File: config.mk
export PLATFORM = sky130hd
export DESIGN_NAME = alu_issue_ctrl
export DESIGN_NICKNAME = d
export VERILOG_FILES = /design/src/rtl/alu_issue_ctrl.sv
export SDC_FILE = /design/constraint.sdc
export NUM_CORES = 1
export LEC_CHECK = 0
export ABC_AREA = 1
export CAP_MARGIN = 10
export CORE_ASPECT_RATIO = 2
export CORE_MARGIN = 2
export CORE_UTILIZATION = 45
export CTS_BUF_LIST = sky130_fd_sc_hd__clkbuf_4 sky130_fd_sc_hd__clkbuf_8 sky130_fd_sc_hd__clkbuf_16
export CTS_CLUSTER_SIZE = 30
export DETAILED_ROUTE_END_ITERATION = 16
export GPL_TIMING_DRIVEN = 0
export PLACE_DENSITY_LB_ADDON = 0.08
export SYNTH_ARGS = -nofsm -noshare
export SYNTH_HDL_FRONTEND = slang
export SYNTH_SLANG_ARGS = --single-unit
File: constraint.sdc
create_clock -name CLK -period 3.4 [get_ports CLK]
set_input_delay 0.51 -clock CLK [delete_from_list [all_inputs] [get_ports CLK]]
set_output_delay 0.51 -clock CLK [all_outputs]
set_load 0.02 [all_outputs]
File: src/rtl/alu_issue_ctrl.sv
// Issue controller in front of the registered ALU: small register file, one
// command at a time, ALU result written back and returned on a response channel.
module alu_issue_ctrl #(
  parameter int NUM_REGS   = 4,
  parameter int REG_ADDR_W = 2
) (
  input  logic                  CLK,
  input  logic                  RESET,
  input  logic                  CMD_VALID,
  output logic                  CMD_READY,
  input  logic                  CMD_LOAD,
  input  logic [3:0]            CMD_OP,
  input  logic [REG_ADDR_W-1:0] CMD_SRC_A,
  input  logic [REG_ADDR_W-1:0] CMD_SRC_B,
  input  logic [REG_ADDR_W-1:0] CMD_DST,
  input  logic [7:0]            CMD_DATA,
  output logic [7:0]            ALU_IN_A,
  output logic [7:0]            ALU_IN_B,
  output logic [3:0]            ALU_OP_CODE,
  input  logic [7:0]            ALU_RESULT,
  output logic                  RSP_VALID,
  input  logic                  RSP_READY,
  output logic [7:0]            RSP_DATA,
  output logic [REG_ADDR_W-1:0] RSP_DST
);

  localparam logic [1:0] IDLE    = 2'd0;
  localparam logic [1:0] ISSUE   = 2'd1;
  localparam logic [1:0] CAPTURE = 2'd2;
  localparam logic [1:0] RESPOND = 2'd3;

  logic [1:0]            state;
  logic [7:0]            regs [NUM_REGS];
  logic [REG_ADDR_W-1:0] dst_q;

  assign CMD_READY = (state == IDLE);
  assign RSP_VALID = (state == RESPOND);

  // Reset has priority in every state, so a pending CAPTURE write-back is dropped.
  always_ff @(posedge CLK) begin
    if (RESET) begin
      state       <= IDLE;
      dst_q       <= '0;
      ALU_IN_A    <= '0;
      ALU_IN_B    <= '0;
      ALU_OP_CODE <= '0;
      RSP_DATA    <= '0;
      RSP_DST     <= '0;
      for (int unsigned i = 0; i < unsigned'(NUM_REGS); i++) begin
        regs[i] <= '0;
      end
    end else begin
      case (state)
        IDLE: begin
          if (CMD_VALID) begin
            if (CMD_LOAD) begin
              regs[CMD_DST] <= CMD_DATA;
              RSP_DATA      <= CMD_DATA;
              RSP_DST       <= CMD_DST;
              state         <= RESPOND;
            end else begin
              ALU_IN_A    <= regs[CMD_SRC_A];
              ALU_IN_B    <= regs[CMD_SRC_B];
              ALU_OP_CODE <= CMD_OP;
              dst_q       <= CMD_DST;
              state       <= ISSUE;
            end
          end
        end
        ISSUE: state <= CAPTURE;
        CAPTURE: begin
          regs[dst_q] <= ALU_RESULT;
          RSP_DATA    <= ALU_RESULT;
          RSP_DST     <= dst_q;
          state       <= RESPOND;
        end
        RESPOND: begin
          if (RSP_READY) state <= IDLE;
        end
        default: state <= IDLE;
      endcase
    end
  end

endmodule

==> results of run 1 <==
routing by layer:
| layer | up-vias | routed length (um) | track usage (%) |
|---|---|---|---|
| li1 | 1509 | - | - |
| met1 | 1336 | 2890 | 20.4 |
| met2 | 90 | 4830 | 43.6 |
| met3 | 19 | 301 | 5.04 |
| met4 | 0 | 233 | 11.4 |
| met5 | - | 0 | 0 |
logic make-up (layout without fill, tap and decap cells):
group,count (synthesis),in the layout,synth area share (%)
and+or+nand+nor,198,198,25.4
DFF,66,66,49.5
adders and majority gates,3,3,1.13
buffers and inverters,82,157,10.6
AOI/OAI and AO/OA,79,79,13.3
report_power, final:
part / switching, mW / internal, mW / leakage (nW) / total, mW
clock: 0.317 / 0.521 / 0.138 / 0.838
combinational: 0.707 / 0.441 / 1.17 / 1.15
sequential: 0.0821 / 1.05 / 0.612 / 1.14
total: 1.11 / 2.02 / 1.92 / 3.12
worst max-delay path: cells and delay by family, from the launching register on:
| family | cells | cell delay, ns |
|---|---|---|
| AND/OR/NAND/NOR | 6 | 1.06 |
| adder cells (fa/ha/maj) | 1 | 0.27 |
| flip-flops | 1 | 0.35 |
| buffers and inverters | 2 | 0.15 |
final timing paths:
| path | start | end | slack, ns |
|---|---|---|---|
| max | state[0] | regs[3][5] | 1.20 |
| min | RESET | ALU_IN_B[5] | 0.50 |
| max reg2reg | state[0] | regs[3][5] | 1.20 |
| min reg2reg | ALU_OP_CODE[0] | ALU_OP_CODE[0] | 0.52 |
sequential cells by signal, summed over array words and instances (netlist names):
register	flops
ALU_IN_B	8
RSP_DST	2
ALU_OP_CODE	4
state	2
ALU_IN_A	8
RSP_DATA	8
regs	32
dst_q	2
placed cells by master, fill, tap and decap left out, types with 5 or more instances in the layout:
master	count
nand2_1	53
o211ai_1	16
buf_2	10
clkbuf_16	9
nor2_1	111
inv_1	56
o21ai_0	43
clkdlybuf4s50_1	59
nand3_1	21
dfxtp_1	34
nand2_4	6
clkbuf_1	5
edfxtp_1	32
a21oi_1	18
cell type report:
class	count	area share [%]
Clock buffer	12	5.92
Tap cell	92	2.68
Clock inverter	4	0.408
Timing Repair Buffer	59	13.8
Sequential cell	66	38.3
Inverter	61	5.45
Multi-Input combinational cell	280	30.8
Buffer	21	2.74
per-stage QoR:
stage | cell area (um2) | setup slack (ns) | hold WS, ns
final | 4290 | 1.20 | 0.498
after global routing | 4290 | 1.02 | 0.511
after CTS | 4290 | 1.16 | 0.485
after detailed placement | 4020 | 0.877 | 0.495
after global placement | 4020 | 0.876 | 0.497
after floorplan | 3310 | 1.44 | 0.481
==> reports/results.ini, run 1 <==
[global_routing]
grt_max_degree=11
antenna_found_initial=0
grt_usage_pct=22.4
grt_pass1_wl_um=13800
grt_pass1_vias=3033
grt_overflow=0

[cells_and_area]
layout-drive-gt1-share_pct=9.34
stdcell_count=595
syn_to_final_growth_pct=29.5
seqCellArea_mm2=0.00164
diodes=0
nets=532
fin_util_pct=59.5
multi_input_area_mm2=0.00132
fillers=716

[synthesis]
synth_cell_type_count=25
synthArstFlopShare_pct=0
synth_warnings=0
synth-edff-count=32
synth_cells=428
synthTopCellsByArea=edfxtp_1 (29%), dfxtp_1 (21%), nor2_1 (13%), o21ai_0 (6.5%), inv_1 (6.3%)
post-synth-top-area-cell=edfxtp_1
ys_seq_area_share_pct=49.5
synth_nets=462
yosysMostFrequentCell=nor2_1
syn_area_mm2=0.00331
netlist.area_leader.share_pct=29.0
synth_ff_type=dfxtp_1
avgSynthCellArea_um2=7.74
synth_commonest_cells=nor2_1 (111), inv_1 (56), nand2_1 (53), o21ai_0 (43), dfxtp_1 (34)
yosys_register_bits=66

[placed_design]
gp_congestion=0.872
dp_cells=579
port_buffers=59
dp_hpwl_um=6500

[route]
drt-wirelength-per-cell_um=13.9
dr.pass1.iters=4
routed_wl_um=8260
drt_iter0_drc=81
drc=0
vias_per_cell=4.96
vias=2954
ant_nets=0

[status]
status=finished, final reports clean

[cts]
htreeDepth=3
post-cts-setup-buffers=0
ctsResizeCount=0
path_clk_slew_ns=0.05
tritoncts=done
cts.sink_count=66
cts_root_buffer=clkbuf_16
ctsLongestPathBuffers=2
clk_latency_ns=0.33
cts_buffers=9
holdBufCountCts=0

[pwr]
ir_worst_vdd_mv=0.440
leakage_nw=1.92
power.density_mw_per_mm2=728
p_total_mw=3.12

[setup_path]
rr_worst_depth=9
slowest_stage=nor2_1
critPathRequiredTime_ns=3.35
crit_chain=inv_1 -> ha_1 -> nand2_1 -> nor2_4 -> nand3_1 -> nand2_4 -> inv_2 -> nand2_1 -> nor2_1
cp_slowest_stage_delay_ns=0.60
worst-setup-path-type=reg -> reg
critPathCaptureType=flop
cp.arrival_ns=2.15
cp-start-kind=flop
cpMostUsedCell=nand2_1
worst-path-max-fanout=8

[floorplan]
core-area_mm2=0.00721
dieWidth_um=64.7
fp.dieH_um=125
io_pins=63
dieArea_mm2=0.00811
start_util_pct=45.9
fp-row-count=44

[sta]
hold_viol=0
slew_headroom_pct=47.1
finalCritPeriodShare_pct=64.7
worst-slew-pin-transition_ns=0.791
rsz0062_at_grt=false
setup_tns_ns=0
setup_violations=0
clock-skew-final_ns=0.00520
slew_viol_final=0
layout_min_cycle_time_ns=2.20
fmax_ghz=0.455

[job]
max-cap-violations=0

[hold_path]
hold_depth=4
hold_class=in -> reg

Power figures use the tool's default switching activity.
==> run 2, diff against run 1 <==
- clock period: 3.4 -> 2.3 ns (I/O delays scaled with it)
==> reports/results.ini, run 2 (synthesis gave the netlist of run 1 again) <==
[status]
status=finished, final reports clean  ; unchanged

[global_routing]
antenna_found_initial=0  ; unchanged
grt_max_degree=11  ; unchanged
grt_usage_pct=22.4  ; unchanged
grt_pass1_vias=3033  ; unchanged
grt_overflow=0  ; unchanged
grt_pass1_wl_um=13800  ; unchanged

[sta]
clock-skew-final_ns=0.00519  ; was 0.00520 ns
hold_viol=0  ; unchanged
worst-slew-pin-transition_ns=0.487  ; was 0.791 ns
fmax_ghz=0.495  ; was 0.455 GHz
slew_viol_final=0  ; unchanged
layout_min_cycle_time_ns=2.02  ; was 2.20 ns
finalCritPeriodShare_pct=87.9  ; was 64.7%
setup_violations=0  ; unchanged
hold_ws_ns=0.337  ; was 0.498 ns
slew_headroom_pct=67.5  ; was 47.1%
rsz0062_at_grt=false  ; unchanged

[hold_path]
holdPathEnd=ALU_IN_B[5]  ; unchanged
hp-start=RESET  ; unchanged
hold_depth=4  ; unchanged
hold_class=in -> reg  ; unchanged

[cells_and_area]
top_register=regs  ; unchanged
mostFrequentLayoutCells=nor2_1 (110), clkdlybuf4s50_1 (59), inv_1 (56), nand2_1 (53), o21ai_0 (43)  ; was nor2_1 (111), clkdlybuf4s50_1 (59), inv_1 (56), nand2_1 (53), o21ai_0 (43)
syn_to_final_growth_pct=29.6  ; was 29.5%
diodes=0  ; unchanged
nets=532  ; unchanged
largest_reg_flops=32  ; unchanged
stdcell_count=595  ; unchanged
fin_util_pct=59.5  ; about the same
layout-drive-gt1-share_pct=9.54  ; was 9.34%
final_common_cell=nor2_1  ; unchanged

[cts]
ctsLongestPathBuffers=2  ; unchanged
holdBufCountCts=0  ; unchanged
clk_latency_ns=0.32  ; was 0.33 ns
ctsResizeCount=0  ; unchanged
post-cts-setup-buffers=0  ; unchanged
cts.sink_count=66  ; unchanged
tritoncts=done  ; unchanged
htreeDepth=3  ; unchanged
cts_buffers=9  ; unchanged
path_clk_slew_ns=0.05  ; about the same
cts_root_buffer=clkbuf_16  ; unchanged

[setup_path]
rr_worst_depth=8  ; was 9
worst-path-max-fanout=9  ; was 8
critPathCaptureType=flop  ; unchanged
worst-setup-path-type=reg -> reg  ; unchanged
reg2reg_from=state[0]  ; unchanged
cp-start-kind=flop  ; unchanged
timing.rr.end=regs[0][5]  ; was regs[3][5]
reg2reg_slack_ns=0.28  ; was 1.20 ns
critPathRequiredTime_ns=2.28  ; was 3.35 ns
cp.arrival_ns=2.00  ; was 2.15 ns

[pwr]
power.share.switching_pct=35.4  ; about the same
power_frac_seq_pct=36.4  ; about the same
switching_power_mw=1.63  ; was 1.11 mW
leakage_nw=1.92  ; about the same
cellInternalPower_mw=2.98  ; was 2.02 mW
power.density_mw_per_mm2=1070  ; was 728 mW/mm2
power.share.combinational_pct=36.9  ; was 36.8%
clkPwrFrac_pct=26.7  ; was 26.8%
ir_worst_vdd_mv=0.697  ; was 0.440 mV

[floorplan]
dieWidth_um=64.7  ; unchanged
core-area_mm2=0.00721  ; unchanged
dieArea_mm2=0.00811  ; unchanged
fp.dieH_um=125  ; unchanged
fp-row-count=44  ; unchanged
io_pins=63  ; unchanged
start_util_pct=45.9  ; unchanged

[placed_design]
dp_hpwl_um=6500  ; unchanged
dp_cells=579  ; unchanged
port_buffers=59  ; unchanged
gp_congestion=0.872  ; unchanged

[route]
vias_per_cell=4.97  ; was 4.96
routed_wl_um=8270  ; was 8260 um
drt-wirelength-per-cell_um=13.9  ; about the same
drt_iter0_drc=87  ; was 81
vias=2956  ; was 2954
ant_nets=0  ; unchanged
drc=0  ; unchanged
dr.pass1.iters=4  ; unchanged

[job]
max-cap-violations=0  ; unchanged

-- run 2: cell counts in the layout (fill, tap and decap cells not counted) --
No cell type changed its count.
-- run 2: per-stage QoR --
| step | setup TNS (ns) | instance area (um2) | total power [mW] | worst slack (ns) |
|---|---|---|---|---|
| finish | 0 | 4290 | 4.61 | 0.279 |
| global route | 0 | 4290 | 4.93 | 0.143 |
| CTS | 0 | 4290 | 4.66 | 0.0561 |
| detailed placement | -0.458 | 4020 | 3.40 | -0.0579 |
| global placement | -0.468 | 4020 | 3.38 | -0.0590 |
| floorplan | 0 | 3310 | 2.78 | 0.338 |
-- run 2: routing by layer --
layer  up-vias  global-route usage, %  routed length, um
met5         -                      0                  0
met4         0                   11.4                183
met3        15                   5.04                304
met2        91                   43.6               4880
met1      1340                   20.4               2910
li1       1510                      -                  -
-- run 2: power by group through the flow --
stage | Clock (mW) | Combinational [mW] | Sequential [mW]
5_1_grt | 1.32 | 1.91 | 1.71
2_1_floorplan | 0 | 0.936 | 1.85
6_report | 1.23 | 1.70 | 1.68
3_3_place_gp | 0 | 1.69 | 1.70
4_1_cts | 1.27 | 1.71 | 1.68
3_5_place_dp | 0 | 1.70 | 1.70
-- run 2: worst max path at each step --
stage	start	to	slack, ns
final	state[0]	regs[0][5]	0.28
after global routing	state[0]	regs[0][5]	0.14
after CTS	state[0]	regs[3][6]	0.06
after detailed placement	CMD_LOAD	regs[3][4]	-0.06
after global placement	CMD_LOAD	regs[3][0]	-0.06
after floorplan	state[0]	regs[3][0]	0.34
-- run 2: worst max-delay path, stage by stage, from the launching register on --
cell and delay [ns]:
dfxtp_1 0.35, inv_1 0.07, ha_1 0.20, buf_6 0.14, nor2_1 0.22, nand3_1 0.16, nand2_4 0.13, nand2_4 0.10
nand2_1 0.30
-- run 2: layout make-up --
cell class / instances / area (um2)
clock buffer: 12 / 254
multi-input combinational: 280 / 1320
clock inverter: 4 / 17.5
fill: 719 / 2920
tap: 92 / 115
buffer: 21 / 118
sequential: 66 / 1640
inverter: 61 / 234
timing repair buffer: 59 / 591
==> run 3, diff against run 2 <==
- CORE_UTILIZATION: 45 -> 38
- GPL_TIMING_DRIVEN: 0 -> 1
- SLEW_MARGIN: not set -> 20
==> reports/results.ini, run 3 (synthesis gave the netlist of run 1 again) <==
[cells_and_area]
diodes=0  ; unchanged
syn_to_final_growth_pct=30.1  ; was 29.6%
final_common_cell=nor2_1  ; unchanged
fin_util_pct=50.6  ; was 59.5%
nets=523  ; was 532
fin_area_mm2=0.00431  ; was 0.00429 mm2
mostFrequentLayoutCells=nor2_1 (111), clkdlybuf4s50_1 (62), inv_1 (56), nand2_1 (53), o21ai_0 (43)  ; was nor2_1 (110), clkdlybuf4s50_1 (59), inv_1 (56), nand2_1 (53), o21ai_0 (43)
stdcell_count=594  ; was 595
largest_reg_flops=32  ; unchanged
top_register=regs  ; unchanged
layout-drive-gt1-share_pct=8.70  ; was 9.54%
seqCellArea_mm2=0.00164  ; unchanged
multi_input_area_mm2=0.00132  ; about the same
fillers=858  ; was 719

[floorplan]
dieArea_mm2=0.00953  ; was 0.00811 mm2
io_pins=63  ; unchanged
core-area_mm2=0.00853  ; was 0.00721 mm2
dieWidth_um=70.0  ; was 64.7 um
fp.dieH_um=136  ; was 125 um
fp-row-count=48  ; was 44
start_util_pct=38.8  ; was 45.9%

[sta]
rsz0062_at_grt=false  ; unchanged
hold_viol=0  ; unchanged
finalCritPeriodShare_pct=86.7  ; was 87.9%
layout_min_cycle_time_ns=1.99  ; was 2.02 ns
worst-slew-pin-transition_ns=0.625  ; was 0.487 ns
slew_headroom_pct=58.2  ; was 67.5%
clock-skew-final_ns=0.00506  ; was 0.00519 ns
setup_tns_ns=0  ; unchanged
fmax_ghz=0.502  ; was 0.495 GHz
hold_ws_ns=0.512  ; was 0.337 ns
slew_viol_final=0  ; unchanged
setup_violations=0  ; unchanged

[pwr]
leakage_nw=1.91  ; was 1.92 nW
power.share.switching_pct=35.0  ; was 35.4%
switching_power_mw=1.64  ; was 1.63 mW
power.density_mw_per_mm2=1090  ; was 1070 mW/mm2
ir_worst_vdd_mv=0.663  ; was 0.697 mV
power.share.combinational_pct=35.9  ; was 36.9%
clkPwrFrac_pct=28.5  ; was 26.7%
power_frac_seq_pct=35.6  ; was 36.4%
cellInternalPower_mw=3.06  ; was 2.98 mW

[placed_design]
dp_hpwl_um=5810  ; was 6500 um
port_buffers=62  ; was 59
place_area_mm2=0.00402  ; about the same
dp_cells=578  ; was 579
gp_congestion=0.813  ; was 0.872

[cts]
cts_root_buffer=clkbuf_16  ; unchanged
path_clk_slew_ns=0.05  ; about the same
cts.sink_count=66  ; unchanged
htreeDepth=3  ; unchanged
tritoncts=done  ; unchanged
post-cts-setup-buffers=0  ; unchanged
ctsResizeCount=0  ; unchanged
holdBufCountCts=0  ; unchanged
cts_buffers=9  ; unchanged
ctsLongestPathBuffers=2  ; unchanged
clk_latency_ns=0.33  ; was 0.32 ns

[setup_path]
cp-start-kind=flop  ; unchanged
cp.buffers_inverters=2  ; unchanged
worst-path-max-fanout=6  ; was 9
reg2reg_slack_ns=0.39  ; was 0.28 ns
critical_path.top_delay_family=buffers and inverters  ; was simple AND/OR/NAND/NOR gates
timing.critical_path.to=CMD_READY  ; was regs[0][5]
cp.arrival_ns=1.65  ; was 2.00 ns
rr_worst_depth=7  ; was 8
worst-setup-path-type=reg -> out  ; was reg -> reg
critPathRequiredTime_ns=1.96  ; was 2.28 ns
critPathCaptureType=primary output  ; was flop
slowest_stage=clkdlybuf4s50_1  ; was dfxtp_1
worstSetupPathDepth=3  ; was 8
reg2reg_from=state[0]  ; unchanged
crit_chain=inv_1 -> ha_1 -> clkdlybuf4s50_1  ; was inv_1 -> ha_1 -> buf_6 -> nor2_1 -> nand3_1 -> nand2_4 -> nand2_4 -> nand2_1
timing.rr.end=regs[0][1]  ; was regs[0][5]
cp_slowest_stage_delay_ns=0.65  ; was 0.35 ns
critPathLaunch=state[0]  ; unchanged

[route]
vias=2835  ; was 2956
dr.pass1.iters=4  ; unchanged
routed_wl_um=7640  ; was 8270 um
drt_iter0_drc=194  ; was 87
drt-wirelength-per-cell_um=12.9  ; was 13.9 um
ant_nets=0  ; unchanged
drc=0  ; unchanged
vias_per_cell=4.77  ; was 4.97

[hold_path]
hold_class=reg -> reg  ; was in -> reg

[global_routing]
antenna_found_initial=0  ; unchanged
grt_max_degree=42  ; was 11
grt_usage_pct=17.1  ; was 22.4%
grt_pass1_wl_um=12800  ; was 13800 um
grt_pass1_vias=2829  ; was 3033
grt_overflow=0  ; unchanged

[job]
max-cap-violations=0  ; unchanged

[status]
status=finished, final reports clean  ; unchanged

-- run 3: cell types whose count changed in the layout (fill, tap and decap cells not counted), sizes merged --
| cell | delta |
|---|---|
| buf | -7 |
| bufinv | +1 |
| clkbuf | -7 |
| clkdlybuf4s50 | +3 |
| clkinvlp | +1 |
-- run 3: power groups by stage --
stage / Sequential (mW) / Clock, mW / Combinational [mW]
floorplan: 1.85 / 0 / 0.936
global placement: 1.70 / 0 / 1.69
detailed placement: 1.70 / 0 / 1.69
CTS: 1.68 / 1.37 / 1.71
global route: 1.71 / 1.42 / 1.89
finish: 1.68 / 1.34 / 1.69
-- run 3: metal layers --
| metal | GRT usage (%) | wire [um] | share of wire (%) | up-vias |
|---|---|---|---|---|
| li1 | - | - | - | 1485 |
| met1 | 16.6 | 2890 | 38 | 1267 |
| met2 | 33.0 | 4300 | 56 | 68 |
| met3 | 3.63 | 290 | 3.8 | 15 |
| met4 | 8.65 | 163 | 2.1 | 0 |
| met5 | 0 | 0 | 0 | - |
-- run 3: cell type report --
type,count,share of cell area [%]
inverters,61,5.43
clock buffers,10,5.40
repair buffers,71,16.3
multi-input cells,280,30.6
clock inverters,6,1.33
flip-flops and latches,66,38.1
well taps,100,2.90
-- run 3: worst min-delay path by stage --
| stage | slack (ns) | startpoint | depth (start not counted) | endpoint |
|---|---|---|---|---|
| 4_1_cts | 0.52 | RSP_DATA[1] | 2 | RSP_DATA[1] |
| 3_5_place_dp | 0.50 | RSP_DATA[6] | 2 | RSP_DATA[6] |
| 6_report | 0.51 | state[0] | 2 | state[0] |
| 3_3_place_gp | 0.50 | state[0] | 2 | state[0] |
| 2_1_floorplan | 0.48 | CMD_OP[1] | 2 | ALU_OP_CODE[1] |
| 5_1_grt | 0.55 | RSP_DST[0] | 2 | RSP_DST[0] |
-- run 3: stage by stage --
stage	power (mW)	setup slack, ns
after detailed placement	3.40	0.181
final	4.70	0.307
after global routing	5.01	0.204
after CTS	4.76	0.282
after global placement	3.39	0.181
after floorplan	2.78	0.338
-- run 3: tightest hold or removal path: cells and delay by family (launching register included) --
family	cells	cell delay, ns
and+or+nand+nor	2	0.15
DFF	1	0.32
